**src/rtl/gate_fuser_pkg.sv**
```systemverilog
`default_nettype none
// +--------------------------------------------------------------------------+
// | Module   : gate_fuser_pkg                                                |
// | Purpose  : Shared gate-operation encodings, FSM state type and helper    |
// |            functions for the gate fuser and the decomposition techmaps.  |
// | Ports    : none (package)                                                |
// | Revision : 1.0  initial release                                          |
// +--------------------------------------------------------------------------+
package gate_fuser_pkg;

  // Gate opcodes carried on the record streams.
  typedef enum logic [2:0] {
    OP_NOT    = 3'd0,
    OP_AND    = 3'd1,
    OP_OR     = 3'd2,
    OP_ANDNOT = 3'd3,
    OP_ORNOT  = 3'd4,
    OP_XOR    = 3'd5,
    OP_BUF    = 3'd6,
    OP_RSVD   = 3'd7
  } gate_op_e;

  // Fuser holder state.
  typedef enum logic [0:0] {
    ST_IDLE = 1'b0,
    ST_HELD = 1'b1
  } fuser_state_e;

  localparam int          CNT_W   = 16;
  localparam logic [15:0] CNT_MAX = 16'hFFFF;

  // AND/OR map onto ANDNOT/ORNOT by adding two to the opcode.
  function automatic logic [2:0] fuse_op(input logic [2:0] op);
    return op + 3'd2;
  endfunction

  // True for the two opcodes that can absorb a preceding inverter.
  function automatic logic is_and_or(input logic [2:0] op);
    return (op == OP_AND) || (op == OP_OR);
  endfunction

endpackage
`default_nettype wire

```
**src/rtl/gate_fuser.sv**
```systemverilog
`default_nettype none
// +--------------------------------------------------------------------------+
// | Module   : gate_fuser                                                    |
// | Purpose  : Streaming recomposer. A single-use NOT followed by an AND/OR  |
// |            that consumes its output is merged into one ANDNOT/ORNOT      |
// |            record; all other records pass through in order.              |
// | Ports    : clk, rst        clock, synchronous active-high reset          |
// |            s_valid/s_ready input record handshake                        |
// |            s_op,s_a,s_b,s_y,s_single  input record                       |
// |            flush           releases a held NOT                           |
// |            m_valid/m_ready output record handshake                       |
// |            m_op,m_a,m_b,m_y output record (registered)                   |
// |            fused_cnt       saturating count of fusions emitted           |
// | Revision : 1.0  initial release                                          |
// +--------------------------------------------------------------------------+
module gate_fuser
  import gate_fuser_pkg::*;
#(
  parameter int NET_W = 8
) (
  input  logic             clk,
  input  logic             rst,
  input  logic             s_valid,
  output logic             s_ready,
  input  logic [2:0]       s_op,
  input  logic [NET_W-1:0] s_a,
  input  logic [NET_W-1:0] s_b,
  input  logic [NET_W-1:0] s_y,
  input  logic             s_single,
  input  logic             flush,
  output logic             m_valid,
  input  logic             m_ready,
  output logic [2:0]       m_op,
  output logic [NET_W-1:0] m_a,
  output logic [NET_W-1:0] m_b,
  output logic [NET_W-1:0] m_y,
  output logic [CNT_W-1:0] fused_cnt
);

  fuser_state_e     state_q, state_d;

  // Holder for one single-use NOT awaiting its consumer.
  logic [NET_W-1:0] h_a_q, h_a_d;
  logic [NET_W-1:0] h_b_q, h_b_d;
  logic [NET_W-1:0] h_y_q, h_y_d;

  // One-entry output register.
  logic             m_valid_q, m_valid_d;
  logic [2:0]       m_op_q, m_op_d;
  logic [NET_W-1:0] m_a_q, m_a_d;
  logic [NET_W-1:0] m_b_q, m_b_d;
  logic [NET_W-1:0] m_y_q, m_y_d;

  logic [CNT_W-1:0] cnt_q, cnt_d;

  logic             w_out_free;
  logic             w_a_hit;
  logic             w_b_hit;
  logic             w_match;

  assign w_out_free = !m_valid_q || m_ready;

  // Exactly one operand must be the held net; if both are, the NOT output
  // is used twice by this gate and cannot be folded into a single input.
  assign w_a_hit = (s_a == h_y_q);
  assign w_b_hit = (s_b == h_y_q);
  assign w_match = is_and_or(s_op) && (w_a_hit ^ w_b_hit);

  always_comb begin
    state_d   = state_q;
    h_a_d     = h_a_q;
    h_b_d     = h_b_q;
    h_y_d     = h_y_q;
    m_valid_d = m_valid_q;
    m_op_d    = m_op_q;
    m_a_d     = m_a_q;
    m_b_d     = m_b_q;
    m_y_d     = m_y_q;
    cnt_d     = cnt_q;
    s_ready   = 1'b0;

    // A consumed output slot empties unless something new is loaded below.
    if (w_out_free) begin
      m_valid_d = 1'b0;
    end

    case (state_q)
      ST_IDLE: begin
        s_ready = w_out_free;
        if (s_valid && w_out_free) begin
          if ((s_op == OP_NOT) && s_single) begin
            h_a_d   = s_a;
            h_b_d   = s_b;
            h_y_d   = s_y;
            state_d = ST_HELD;
          end else begin
            m_valid_d = 1'b1;
            m_op_d    = s_op;
            m_a_d     = s_a;
            m_b_d     = s_b;
            m_y_d     = s_y;
          end
        end
      end

      ST_HELD: begin
        // Only a fusable record is taken here; anything else waits until
        // the held NOT has been released and is then handled from IDLE.
        s_ready = w_out_free && w_match && !flush;
        if (w_out_free) begin
          if (flush || (s_valid && !w_match)) begin
            m_valid_d = 1'b1;
            m_op_d    = OP_NOT;
            m_a_d     = h_a_q;
            m_b_d     = h_b_q;
            m_y_d     = h_y_q;
            state_d   = ST_IDLE;
          end else if (s_valid) begin
            m_valid_d = 1'b1;
            m_op_d    = fuse_op(s_op);
            m_a_d     = w_b_hit ? s_a : s_b;
            m_b_d     = h_a_q;
            m_y_d     = s_y;
            state_d   = ST_IDLE;
            if (cnt_q != CNT_MAX) begin
              cnt_d = cnt_q + 1'b1;
            end
          end
        end
      end
    endcase

    if (rst) begin
      s_ready = 1'b0;
    end
  end

  always_ff @(posedge clk) begin
    if (rst) begin
      state_q   <= ST_IDLE;
      h_a_q     <= '0;
      h_b_q     <= '0;
      h_y_q     <= '0;
      m_valid_q <= 1'b0;
      m_op_q    <= '0;
      m_a_q     <= '0;
      m_b_q     <= '0;
      m_y_q     <= '0;
      cnt_q     <= '0;
    end else begin
      state_q   <= state_d;
      h_a_q     <= h_a_d;
      h_b_q     <= h_b_d;
      h_y_q     <= h_y_d;
      m_valid_q <= m_valid_d;
      m_op_q    <= m_op_d;
      m_a_q     <= m_a_d;
      m_b_q     <= m_b_d;
      m_y_q     <= m_y_d;
      cnt_q     <= cnt_d;
    end
  end

  assign m_valid   = m_valid_q;
  assign m_op      = m_op_q;
  assign m_a       = m_a_q;
  assign m_b       = m_b_q;
  assign m_y       = m_y_q;
  assign fused_cnt = cnt_q;

endmodule
`default_nettype wire

```
**config.mk**
```make
export PLATFORM = sky130hd
export DESIGN_NAME = gate_fuser
export DESIGN_NICKNAME = d
export VERILOG_FILES = /design/src/rtl/gate_fuser_pkg.sv /design/src/rtl/gate_fuser.sv
export SDC_FILE = /design/constraint.sdc
export NUM_CORES = 1
export LEC_CHECK = 0
export BUFFER_PORTS_ARGS = -buffer_cell sky130_fd_sc_hd__buf_2
export CAP_MARGIN = 20
export CORE_UTILIZATION = 55
export CTS_CLUSTER_DIAMETER = 80
export CTS_CLUSTER_SIZE = 24
export DETAILED_ROUTE_END_ITERATION = 16
export PLACE_DENSITY = 0.81
export SLEW_MARGIN = 20
export SYNTH_ARGS = -nofsm -noshare
export SYNTH_HDL_FRONTEND = slang
export SYNTH_SLANG_ARGS = --single-unit
export TNS_END_PERCENT = 20
```
**constraint.sdc**
```tcl
create_clock -name clk -period 6.8 [get_ports clk]
set_clock_uncertainty 0.15 [all_clocks]
set_input_delay 1.36 -clock clk [delete_from_list [all_inputs] [get_ports clk]]
set_output_delay 1.36 -clock clk [all_outputs]
set_load 0.05 [all_outputs]
```
Yosys cells after proc, flatten, opt, wreduce, memory -nomap -nowiden
Cells that the tools add are included.

cells by class
  eq/ne operators = 9
  bitwise operators = 3
  $add $sub $neg = 2
  reductions and logical operators = 16
  mux-type cells = 40

operators with widths
  operator                                                          number
  8-bit two-way mux                                                 16
  8-bit case mux with 2 select lines                                3
  16-bit by 1-bit adder with 16-bit output (second input constant)  1
  8-bit == test                                                     2
  16-bit != test (second input constant)                            1
  3-bit two-way mux                                                 5
  1-bit two-way mux                                                 12
  1-bit logical AND                                                 6
  1-bit case mux with 2 select lines                                3
  3-bit case mux with 2 select lines                                1
  5-bit AND reduction                                               1
  2-bit != test (second input constant)                             2
  4-bit AND reduction                                               1
  3-bit by 2-bit adder with 3-bit output (second input constant)    1
  3-bit by 1-bit == test with 1-bit output (second input constant)  1
  3-bit by 2-bit == test with 1-bit output (second input constant)  1
  1-bit logical NOT                                                 3
  3-bit logical NOT                                                 1
  1-bit logical OR                                                  3
  3-bit by 2-bit != test with 1-bit output (second input constant)  1
  3-bit AND reduction                                               1
  2-bit by 1-bit != test with 1-bit output (second input constant)  1
  1-bit NOT                                                         2
  1-bit XOR                                                         1

storage, ports and cells
  output and inout port bits = 45
  bits in registers = 69
  logic and storage cells = 80

Longest topological paths before layout
Gate-level depths: netlist of the first run.

  depth in word-level cells = 9
  gate-level depth with buffers = 8
  gate-level depth less buffers = 7

Worst setup path before layout of the first run
No wires, ideal clock.

  path type = input to output
  start point = in s_b[4]
  end point = out s_ready
  stages on the path = 6
  setup slack = 1.719 ns
  arrival time = 3.571 ns
  buffers on the path = 1
  data required time = 5.290 ns
  path through = xnor2_1 > nand4_1 > a211oi_4 > o21ai_0 > buf_4 > a211oi_1

on the way
  longest elaborated chain between the ends = 7

ends and longest elaborated chain
  element                             line               source
  from (decl)                         gate_fuser.sv:27   input logic [NET_W-1:0] s_b,
  8-bit == test                       gate_fuser.sv:66   assign w_b_hit = (s_b == h_y_q);
  1-bit XOR                           gate_fuser.sv:67   assign w_match = is_and_or(s_op) && (w_a_hit ^ w_b_hit);
  1-bit logical AND                   gate_fuser.sv:67
  1-bit logical AND (2 in a row)      gate_fuser.sv:109  s_ready = w_out_free && w_match && !flush;
  1-bit case mux with 2 select lines  gate_fuser.sv:87   case (state_q)
  1-bit two-way mux                   gate_fuser.sv:133  if (rst) begin
  to (decl)                           gate_fuser.sv:24   output logic s_ready,

No other way between the ends.

Worst setup path in the final report of the first run
  start point = in s_b[0]
  end point = out s_ready

The elaborated chain is that of the path after synthesis.

==> results of run 1 <==
==> final cells by class <==
type,instances,area (um^2)
clock buffer,9,123.9
timing repair buffer,82,422.9
fill,503,1899
clock inverter,7,98.84
sequential,69,1381
tap,75,93.84
multi-input combinational,315,2057
inverter,5,18.77
==> logic make-up after synthesis <==
| group | share of synthesized area, % |
|---|---|
| flops | 38.76 |
| fa+ha+maj | 0.3511 |
| compound gates | 22.65 |
| buf+inv | 3.721 |
| xor+xnor | 4.424 |
| simple gates | 22.72 |
| mux | 7.374 |
==> worst max-delay path: stages <==
cell and delay (ps):
sky130_fd_sc_hd__buf_2 130, sky130_fd_sc_hd__xnor2_1 140, sky130_fd_sc_hd__nand4_1 260, sky130_fd_sc_hd__a211oi_4 380, sky130_fd_sc_hd__o21ai_0 140, sky130_fd_sc_hd__buf_4 210
sky130_fd_sc_hd__a211oi_1 220, sky130_fd_sc_hd__buf_2 300
==> layout by cell type, fill, tap and decap left out, types with 5 or more instances in the layout <==
cell / n
sky130_fd_sc_hd__nand4_1: 5
sky130_fd_sc_hd__xnor2_1: 17
sky130_fd_sc_hd__nand3_1: 17
sky130_fd_sc_hd__buf_2: 77
sky130_fd_sc_hd__o31ai_1: 8
sky130_fd_sc_hd__clkbuf_8: 9
sky130_fd_sc_hd__o221a_2: 8
sky130_fd_sc_hd__nor3_1: 6
sky130_fd_sc_hd__or3_1: 11
sky130_fd_sc_hd__o31a_1: 6
sky130_fd_sc_hd__or4_1: 8
sky130_fd_sc_hd__o221ai_1: 7
sky130_fd_sc_hd__dfxtp_1: 69
sky130_fd_sc_hd__a31oi_1: 9
sky130_fd_sc_hd__mux2i_1: 24
sky130_fd_sc_hd__nand2b_1: 8
sky130_fd_sc_hd__o21ai_0: 26
sky130_fd_sc_hd__nand2_1: 6
sky130_fd_sc_hd__buf_4: 5
sky130_fd_sc_hd__a21oi_1: 24
sky130_fd_sc_hd__and3_1: 10
sky130_fd_sc_hd__o211ai_1: 8
sky130_fd_sc_hd__nor2_1: 67
==> through the flow <==
step / cells / instance area [um^2] / hold slack [ps] / setup slack, ps
floorplan: 416 / 3563 / 312.0 / 1719
global route: 562 / 4197 / 364.7 / 1978
global placement: 546 / 3974 / 319.5 / 2217
CTS: 562 / 4197 / 342.9 / 2151
finish: 562 / 4197 / 339.9 / 2144
detailed placement: 546 / 3974 / 329.7 / 2157
==> worst max-delay path by stage <==
stage	start	to	slack, ps	depth (start not counted)
2_1_floorplan	s_b[4]	s_ready	1720	6
3_3_place_gp	s_b[4]	s_ready	2220	8
3_5_place_dp	s_b[0]	s_ready	2160	8
4_1_cts	s_b[0]	s_ready	2150	8
5_1_grt	s_b[0]	s_ready	1980	8
6_report	s_b[0]	s_ready	2140	8
==> registers in the layout, summed over array words and instances, names as in the netlist, named ones only <==
name	count
h_b_q	8
h_y_q	8
fused_cnt	16
m_op	3
m_b	8
m_y	8
h_a_q	8
m_a	8
state_q	1
==> per-layer routing <==
layer	GRT usage (%)	routed length (um)	vias up
li1	-	-	1679
met1	38.83	4193	1673
met2	50.41	4601	173
met3	5.934	721	28
met4	15.00	308	0
met5	0	0	-
==> report_power, final <==
part / internal, mW / switching (mW)
clock network: 0.208 / 0.168
registers: 0.420 / 0.00947
logic: 0.0459 / 0.110
total: 0.674 / 0.288
==> metrics.log, run 1 <==
[metrics] crit path time final: ~4700 ps
[metrics] biggest area contributors in the synthesized netlist: sky130_fd_sc_hd__dfxtp_1 39%, sky130_fd_sc_hd__nor2_1 7.1%, sky130_fd_sc_hd__mux2i_1 6.7%, sky130_fd_sc_hd__xnor2_1 4.2%, sky130_fd_sc_hd__o21ai_0 3.7%
[metrics] count of input and output buffers: 77
[metrics] number of warnings issued by yosys: 0
[metrics] leftover overflow at the end of global routing: 0
[metrics] number of buffers inserted by post-CTS setup repair: 0
[metrics] initial standard-cell utilization of the core: 58.46%
[metrics] clock buffer depth: 2
[metrics] Final GP Congestion: 0.9622
[metrics] clock tree root buffer cell: sky130_fd_sc_hd__clkbuf_8
[metrics] fraction of registers with async set/reset: 0%
[metrics] PD cells: ~230 nW/um^2
[metrics] distinct cell type count of the synthesized netlist: 55
[metrics] Vert. Die Dim: between 80 and 90 um
[metrics] slew at the pin with the worst max-slew slack: 982.4 ps
[metrics] overall fraction of global-route tracks in use: about 30%
[metrics] mean instance size in the synthesized netlist: 8.566 um^2
[metrics] number of H-tree levels: 3
[metrics] most used flip-flop cell after synthesis: sky130_fd_sc_hd__dfxtp_1
[metrics] setup repair after global routing missed its margin: no
[metrics] reg-to-reg startpoint: state_q$_SDFF_PP0_
[metrics] leakage power: 1.843 nW
[metrics] launching element type of the critical path: primary input
[metrics] full die area: 6805 um^2
[metrics] vias in the first global route: 3,244
[metrics] detailed-routing iteration count for the pre-antenna-repair pass: 5
[metrics] HP Class: flip-flop to flip-flop
[metrics] CTS tree: done
[metrics] reg-to-reg setup timing slack: roughly 3600 ps
[metrics] First DRT Iteration DRCs: around 350
[metrics] post-layout util: 68.84%
[metrics] area leader, netlist: sky130_fd_sc_hd__dfxtp_1
[metrics] CTS resizes: 0
[metrics] core region area: around 6000 um^2
[metrics] average wire per cell in the routed design: 17.48 um
[metrics] launch point of the worst hold path: h_b_q[4]$_SDFFE_PP0P_
[metrics] global-route wire length before repair: about 16,000 um
[metrics] layout cells sized above 1: about 25%
[metrics] CTS sink cnt: 69
[metrics] worst r2r dst: fused_cnt[13]$_SDFFE_PP0P_
[metrics] via/cell ratio: approximately 6.3
[metrics] maximum capacitance violations: 0
[metrics] net count of the finished layout: 516
[metrics] antenna fix cells: 0
[metrics] crit end category: primary output
[metrics] Post-DRT Antenna Nets: 0
[metrics] number of buffers created by CTS: 9
[metrics] io pins: 78
[metrics] length in cells of the worst reg-to-reg path: 7
[metrics] portion of the clock cycle consumed by the worst path in the final layout: 68.48%
[metrics] critical path required time: 5290 ps
[metrics] worst rel slew slack: 34.27%
[metrics] clock latency on the worst-skew pair: 350 ps
[metrics] peak supply drop: 0.1770 mV
[metrics] number of pins exceeding their max-slew limit in the final report: 0
[metrics] fmax: about 0.21 GHz
[metrics] EDFF count, synth: 0
[metrics] number of remaining DRC errors: 0
[metrics] floorplan die width: 82.49 um
[metrics] cell depth of the worst min-delay path: 2
[metrics] post-synthesis cell area: 3563 um^2
[metrics] post-synth net total: 450
[metrics] fraction of synthesized cell area taken by the top area cell type: between 30 and 40%
[metrics] share of synthesized area occupied by flip-flops and latches: between 30% and 40%
[metrics] maximum fanout count along the critical path: 11
[metrics] Final Hold Fails: 0
[metrics] Setup Crit Path Kind: primary input to primary output
[metrics] detailed-route via count: 3,553
[metrics] half-perimeter wire length of the detailed placement result: 6541 um
[metrics] clk slew on worst S/H paths: 80 ps
[metrics] total of flip-flops plus latches after synthesis: 69
[metrics] largest net degree at the start of global routing: 66
[metrics] Routed Wire Length: 9825 um
[metrics] Synth Instances: 416
[metrics] top post-synthesis cells by count: 69 x sky130_fd_sc_hd__dfxtp_1, 67 x sky130_fd_sc_hd__nor2_1, 26 x sky130_fd_sc_hd__o21ai_0
[metrics] Layout area overhead: 17.77%
[metrics] most common cell in the synthesized netlist: sky130_fd_sc_hd__dfxtp_1
[metrics] endpoint arrival time on the critical path: roughly 3200 ps
[metrics] run status: complete, no violations
[metrics] Finish-stage setup viols: 0
[metrics] sink of the worst hold path: m_b[4]$_SDFFE_PP0P_
[metrics] number of rows in the core area: 28
[metrics] aggregate negative setup slack: 0 ps
[metrics] Post-CTS Hold Buffers: 0
[metrics] initial antenna violation count: 0
[metrics] Final Power: 0.9615 mW
(Power assumes the default switching activity.)
==> inputs of run 2 (changes only) <==
Settings changed: CORE_UTILIZATION 55 to 49, PLACE_DENSITY 0.81 to 0.76.
Clock period 6.8 ns to 3.75 ns, I/O delays scaled along.
==> run 2 against run 1 <==
  * Combinational power grew 81%
  * Design area fell by 0.27%
  * Largest cell class unchanged
  * Largest power group unchanged
  * Highest routed layer unchanged
  * Non-clock buffer count rose by 2
  * Via count decreased by 0.56%
  * Routed wire length grew 0.21%
  * Worst setup slack got worse by 1700 ps
  * First-iteration DRC count is 17% lower
  * Die area is 12% higher
  * Power grew 65%
==> metrics.log, run 2 (synthesis results as in run 1) <==
[metrics] CTS resizes: 0 (unchanged)
[metrics] P_int: 1.094 mW (was 0.6738 mW)
[metrics] fmax: 0.3002 GHz
[metrics] number of rows in the core area: 30 (was 28)
[metrics] net switching fraction of the power: 31.15% (was 29.92%)
[metrics] clk slew on worst S/H paths: 70 ps (was 80 ps)
[metrics] DP Area: 4020 um^2 (was 3974 um^2)
[metrics] number of buffers inserted by post-CTS setup repair: 0 (unchanged)
[metrics] half-perimeter wire length of the detailed placement result: 6763 um (was 6541 um)
[metrics] Vert. Die Dim: 87.28 um (was 82.49 um)
[metrics] Routed Wire Length: 9846 um (was 9825 um)
[metrics] number of H-tree levels: 3 (unchanged)
[metrics] most frequent cells in the layout: 77 x sky130_fd_sc_hd__buf_2, 69 x sky130_fd_sc_hd__dfxtp_1, 67 x sky130_fd_sc_hd__nor2_1 (unchanged)
[metrics] part of the power in combinational logic: 17.8% (was 16.2%)
[metrics] global-route wire length before repair: 16,030 um (was 15,740 um)
[metrics] delay of the slowest critical-path stage: 370 ps (was 380 ps)
[metrics] portion of the clock cycle consumed by the worst path in the final layout: around nine tenths
[metrics] CTS tree: done (unchanged)
[metrics] core region area: 6907 um^2 (was 6096 um^2)
[metrics] overall fraction of global-route tracks in use: 26.89% (was 30.82%)
[metrics] aggregate negative setup slack: 0 ps (unchanged)
[metrics] average wire per cell in the routed design: 16.86 um (was 17.48 um)
[metrics] floorplan die width: 87.28 um (was 82.49 um)
[metrics] slowest library cell on the worst path: sky130_fd_sc_hd__a211oi_4 (unchanged)
[metrics] PD cells: 379.8 nW/um^2 (was 229.1 nW/um^2)
[metrics] Final Hold Fails: 0 (unchanged)
[metrics] largest net degree at the start of global routing: 65 (was 66)
[metrics] HP Class: flip-flop to flip-flop (unchanged)
[metrics] antenna fix cells: 0 (unchanged)
[metrics] layout cells sized above 1: 25.00% (was 24.64%)
[metrics] Final GP Congestion: 0.8923 (was 0.9622)
[metrics] number of buffers created by CTS: 9 (unchanged)
[metrics] max reg flops: 16 (unchanged)
[metrics] clock latency on the worst-skew pair: 340 ps (was 350 ps)
[metrics] Most Frequent Cell on Critical Path: sky130_fd_sc_hd__buf_2 (unchanged)
[metrics] run status: complete, no violations (unchanged)
[metrics] clock tree root buffer cell: sky130_fd_sc_hd__clkbuf_8 (unchanged)
[metrics] setup repair after global routing missed its margin: no (unchanged)
[metrics] buffer and inverter count on the worst path: 2 (was 3)
[metrics] most frequent standard cell in the layout excluding fill and tap cells: sky130_fd_sc_hd__buf_2 (unchanged)
[metrics] leftover overflow at the end of global routing: 0 (unchanged)
[metrics] io pins: 78 (unchanged)
[metrics] cells along the critical path: buf_2, xnor2_1, nand4_1, a211oi_4, o21ai_0, a211oi_2, buf_2 (was buf_2, xnor2_1, nand4_1, a211oi_4, o21ai_0, buf_4, a211oi_1, buf_2)
[metrics] critical path required time: 2850 ps (was 5290 ps)
[metrics] fin area: 4185 um^2 (was 4197 um^2)
[metrics] power share of the clock group: 33.2% (was 39.2%)
[metrics] crit path time final: 3331 ps
[metrics] number of pins exceeding their max-slew limit in the final report: 0 (unchanged)
[metrics] CTS sink cnt: 69 (unchanged)
[metrics] maximum fanout count along the critical path: 5 (was 11)
[metrics] initial standard-cell utilization of the core: 51.59% (was 58.46%)
[metrics] Post-DRT Antenna Nets: 0 (unchanged)
[metrics] Setup Crit Path Kind: primary input to primary output (unchanged)
[metrics] slew at the pin with the worst max-slew slack: 892.4 ps (was 982.4 ps)
[metrics] detailed-routing iteration count for the pre-antenna-repair pass: 5 (unchanged)
[metrics] Worst Setup Slack post-DPL: 427.2 ps (was 2157 ps)
[metrics] peak supply drop: 0.2287 mV (was 0.1770 mV)
[metrics] clock buffer depth: 2 (unchanged)
[metrics] post-layout util: 60.60% (was 68.84%)
[metrics] Finish-stage setup viols: 0 (unchanged)
[metrics] via/cell ratio: 6.050 (was 6.322)
[metrics] net count of the finished layout: 518 (was 516)
[metrics] worst rel slew slack: 39.67% (was 34.27%)
[metrics] Post-CTS Hold Buffers: 0 (unchanged)
[metrics] crit end category: primary output (unchanged)
[metrics] initial antenna violation count: 0 (unchanged)
[metrics] number of remaining DRC errors: 0 (unchanged)
[metrics] detailed-route via count: 3,533 (was 3,553)
[metrics] NetSw: 0.4952 mW (was 0.2877 mW)
[metrics] sequential share of power: 49.0% (was 44.6%)
[metrics] count of input and output buffers: 77 (unchanged)
[metrics] reg-to-reg setup timing slack: 910 ps (was 3560 ps)
[metrics] Layout area overhead: 17.45% (was 17.77%)
[metrics] maximum capacitance violations: 0 (unchanged)
[metrics] launching element type of the critical path: primary input (unchanged)
[metrics] full die area: 7617 um^2 (was 6805 um^2)
[metrics] delay-heaviest family, CP: compound AO/OA/AOI/OAI gates (unchanged)
[metrics] First DRT Iteration DRCs: 290 (was 351)
[metrics] leakage power: 1.832 nW (was 1.843 nW)
[metrics] Worst Slack Setup Final: 419.4 ps (was 2144 ps)
[metrics] vias in the first global route: 3,293 (was 3,244)
[metrics] endpoint arrival time on the critical path: 2430 ps (was 3150 ps)
==> run 2: final timing paths <==
kind                              from                   endpoint  cells past startpoint
max                             s_b[4]                    s_ready                      7
min          fused_cnt[8]$_SDFFE_PP0P_  fused_cnt[8]$_SDFFE_PP0P_                      2
max reg2reg         state_q$_SDFF_PP0_        m_b[1]$_SDFFE_PP0P_                      6
min reg2reg  fused_cnt[8]$_SDFFE_PP0P_  fused_cnt[8]$_SDFFE_PP0P_                      2
==> run 2: metal layers <==
layer	GRT usage [%]	up-vias	routed length [um]	share of wire, %
met5	0	-	0	0
met4	12.22	0	326	3.3
met3	5.308	30	578	5.9
met2	43.25	140	4664	47
met1	34.79	1682	4276	43
li1	-	1681	-	-
==> run 2: power by group through the flow <==
stage | clock network [mW] | logic [mW] | registers, mW
after floorplan | 0 | 0.111 | 0.879
after global placement | 0 | 0.278 | 0.794
after detailed placement | 0 | 0.281 | 0.794
after CTS | 0.539 | 0.282 | 0.778
after global routing | 0.574 | 0.301 | 0.781
final | 0.528 | 0.283 | 0.778
==> run 2: stage by stage <==
| stage | power, mW | hold slack (ps) | instances |
|---|---|---|---|
| 6_report | 1.589 | 347.2 | 584 |
| 4_1_cts | 1.598 | 348.0 | 584 |
| 5_1_grt | 1.656 | 368.8 | 584 |
| 3_3_place_gp | 1.071 | 318.3 | 569 |
| 2_1_floorplan | 0.9904 | 312.0 | 416 |
| 3_5_place_dp | 1.075 | 335.9 | 569 |
==> run 2: cell type report <==
| type | count | area [um^2] |
|---|---|---|
| fill | 662 | 2721 |
| multi-input combinational | 315 | 2062 |
| sequential | 69 | 1381 |
| timing repair buffer | 84 | 437.9 |
| clock buffer | 10 | 137.6 |
| tap | 96 | 120.1 |
| clock inverter | 5 | 27.53 |
| inverter | 5 | 18.77 |
==> run 2: worst min-delay path, stage by stage (launching register included) <==
cell                      delay, ps
sky130_fd_sc_hd__dfxtp_1        330
sky130_fd_sc_hd__o31ai_1         70
sky130_fd_sc_hd__a21oi_1         50
==> inputs of run 3 (changes only) <==
Settings changed: CTS_CLUSTER_SIZE 24 to 28, RECOVER_POWER set to 25.
==> run 3 against run 2 <==
  * Register-to-register slack gained 20 ps
  * Non-clock buffer count did not move
  * Core utilization fell by 0.51 points
  * Power down 0.44%
  * Sequential power about the same
  * Design area is 0.84% lower
  * Largest cell class unchanged
==> metrics.log, run 3 (synthesis results as in run 1) <==
[metrics] portion of the clock cycle consumed by the worst path in the final layout: 89.13% (was 88.82%)
[metrics] most frequent standard cell in the layout excluding fill and tap cells: sky130_fd_sc_hd__dfxtp_1 (was sky130_fd_sc_hd__buf_2)
[metrics] net count of the finished layout: 518 (unchanged)
[metrics] DP Area: 4020 um^2 (unchanged)
[metrics] slew at the pin with the worst max-slew slack: 885.6 ps (was 892.4 ps)
[metrics] half-perimeter wire length of the detailed placement result: 6763 um (unchanged)
[metrics] via/cell ratio: 6.080 (was 6.050)
[metrics] worst r2r dst: m_b[1]$_SDFFE_PP0P_ (unchanged)
[metrics] detailed-route via count: 3,551 (was 3,533)
[metrics] Vert. Die Dim: 87.28 um (unchanged)
[metrics] global-route wire length before repair: 16,030 um (unchanged)
[metrics] Final GP Congestion: 0.8923 (unchanged)
[metrics] post-layout util: 60.09% (was 60.60%)
[metrics] reg-to-reg setup timing slack: 930 ps (was 910 ps)
[metrics] HP Class: flip-flop to flip-flop (unchanged)
[metrics] clock tree root buffer cell: sky130_fd_sc_hd__clkbuf_8 (unchanged)
[metrics] antenna fix cells: 0 (unchanged)
[metrics] reg-to-reg startpoint: state_q$_SDFF_PP0_ (unchanged)
[metrics] leftover overflow at the end of global routing: 0 (unchanged)
[metrics] number of H-tree levels: 3 (unchanged)
[metrics] Critical path origin: s_b[0] (was s_b[4])
[metrics] vias in the first global route: 3,293 (unchanged)
[metrics] Finish-stage setup viols: 0 (unchanged)
[metrics] average wire per cell in the routed design: 16.89 um (was 16.86 um)
[metrics] CTS sink cnt: 69 (unchanged)
[metrics] number of buffers created by CTS: 9 (unchanged)
[metrics] aggregate negative setup slack: 0 ps (unchanged)
[metrics] setup repair after global routing missed its margin: no (unchanged)
[metrics] CTS resizes: 0 (unchanged)
[metrics] launch point of the worst hold path: fused_cnt[8]$_SDFFE_PP0P_ (unchanged)
[metrics] maximum fanout count along the critical path: 5 (unchanged)
[metrics] largest net degree at the start of global routing: 65 (unchanged)
[metrics] run status: complete, no violations (unchanged)
[metrics] Post-DRT Antenna Nets: 0 (unchanged)
[metrics] overall fraction of global-route tracks in use: 26.89% (unchanged)
[metrics] sink of the worst hold path: fused_cnt[8]$_SDFFE_PP0P_ (unchanged)
[metrics] PD cells: 381.3 nW/um^2 (was 379.8 nW/um^2)
[metrics] crit path time final: 3342 ps (was 3331 ps)
[metrics] number of buffers inserted by post-CTS setup repair: 0 (unchanged)
[metrics] leakage power: 1.727 nW (was 1.832 nW)
[metrics] maximum capacitance violations: 0 (unchanged)
[metrics] core region area: 6907 um^2 (unchanged)
[metrics] Setup Crit Path Kind: primary input to primary output (unchanged)
[metrics] Layout area overhead: 16.47% (was 17.45%)
[metrics] layout cells sized above 1: 19.26% (was 25.00%)
[metrics] number of rows in the core area: 30 (unchanged)
[metrics] critical path required time: 2850 ps (about the same)
[metrics] crit end category: primary output (unchanged)
[metrics] count of input and output buffers: 77 (unchanged)
[metrics] worst rel slew slack: 40.13% (was 39.67%)
[metrics] Post-CTS Hold Buffers: 0 (unchanged)
[metrics] CTS tree: done (unchanged)
[metrics] most frequent cells in the layout: 69 x sky130_fd_sc_hd__dfxtp_1, 67 x sky130_fd_sc_hd__nor2_1, 49 x sky130_fd_sc_hd__buf_2 (was 77 x sky130_fd_sc_hd__buf_2, 69 x sky130_fd_sc_hd__dfxtp_1, 67 x sky130_fd_sc_hd__nor2_1)
[metrics] clock latency on the worst-skew pair: 340 ps (about the same)
[metrics] endpoint arrival time on the critical path: 2440 ps (was 2430 ps)
[metrics] peak supply drop: 0.2264 mV (was 0.2287 mV)
[metrics] fmax: 0.2992 GHz (was 0.3002 GHz)
[metrics] First DRT Iteration DRCs: 278 (was 290)
[metrics] length in cells of the worst reg-to-reg path: 6 (unchanged)
[metrics] Final Hold Fails: 0 (unchanged)
[metrics] number of pins exceeding their max-slew limit in the final report: 0 (unchanged)
[metrics] full die area: 7617 um^2 (unchanged)
[metrics] clock buffer depth: 2 (unchanged)
[metrics] max reg flops: 16 (unchanged)
[metrics] number of remaining DRC errors: 0 (unchanged)
[metrics] clk slew on worst S/H paths: 70 ps (about the same)
[metrics] detailed-routing iteration count for the pre-antenna-repair pass: 5 (unchanged)
[metrics] launching element type of the critical path: primary input (unchanged)
[metrics] fin area: 4150 um^2 (was 4185 um^2)
[metrics] floorplan die width: 87.28 um (unchanged)
[metrics] initial antenna violation count: 0 (unchanged)
[metrics] Routed Wire Length: 9863 um (was 9846 um)
[metrics] io pins: 78 (unchanged)
[metrics] initial standard-cell utilization of the core: 51.59% (unchanged)
[metrics] cell depth of the worst min-delay path: 2 (unchanged)
-- run 3: cell types whose count changed in the layout (fill, tap and decap cells not counted) --
cell,delta
sky130_fd_sc_hd__clkbuf_1,+28
sky130_fd_sc_hd__buf_2,-28
-- run 3: area by class of cell --
type                       count  area [um^2]
clock inverter                 5        27.53
sequential                    69         1381
tap                           96        120.1
multi-input combinational    315         2062
fill                         673         2756
clock buffer                  10        137.6
timing repair buffer          84        402.9
inverter                       5        18.77
-- run 3: worst max-delay path by stage --
stage               endpoint  slack, ps  cells after the start
CTS                  s_ready        420                      7
floorplan            s_ready        370                      6
global route         s_ready        320                      7
finish               s_ready        410                      7
global placement     s_ready        480                      7
detailed placement   s_ready        430                      7
-- run 3: worst max-delay path, cell delays in order --
cell	delay [ps]
sky130_fd_sc_hd__buf_2	130
sky130_fd_sc_hd__xnor2_1	140
sky130_fd_sc_hd__nand4_1	250
sky130_fd_sc_hd__a211oi_4	380
sky130_fd_sc_hd__o21ai_0	210
sky130_fd_sc_hd__a211oi_2	290
sky130_fd_sc_hd__buf_2	300
-- run 3: layer usage --
| metal | routed length [um] | GRT usage [%] | vias to the layer above |
|---|---|---|---|
| met3 | 615 | 5.308 | 28 |
| li1 | - | - | 1680 |
| met5 | 0 | 0 | - |
| met1 | 4272 | 34.79 | 1692 |
| met4 | 319 | 12.22 | 0 |
| met2 | 4657 | 43.25 | 151 |
-- run 3: metrics by stage --
stage               setup slack (ps)  hold WS [ps]  power [mW]  instances
floorplan                      368.6         312.0      0.9904        416
global placement               475.2         318.3       1.071        569
detailed placement             427.2         335.9       1.075        569
CTS                            417.4         348.0       1.598        584
global route                   319.0         368.8       1.649        584
finish                         407.8         347.2       1.582        584
-- run 3: power by group --
group / switching, mW / internal [mW] / leakage [nW]
logic: 0.199 / 0.0768 / 1.08
registers: 0.0180 / 0.761 / 0.563
clock network: 0.278 / 0.250 / 0.0877
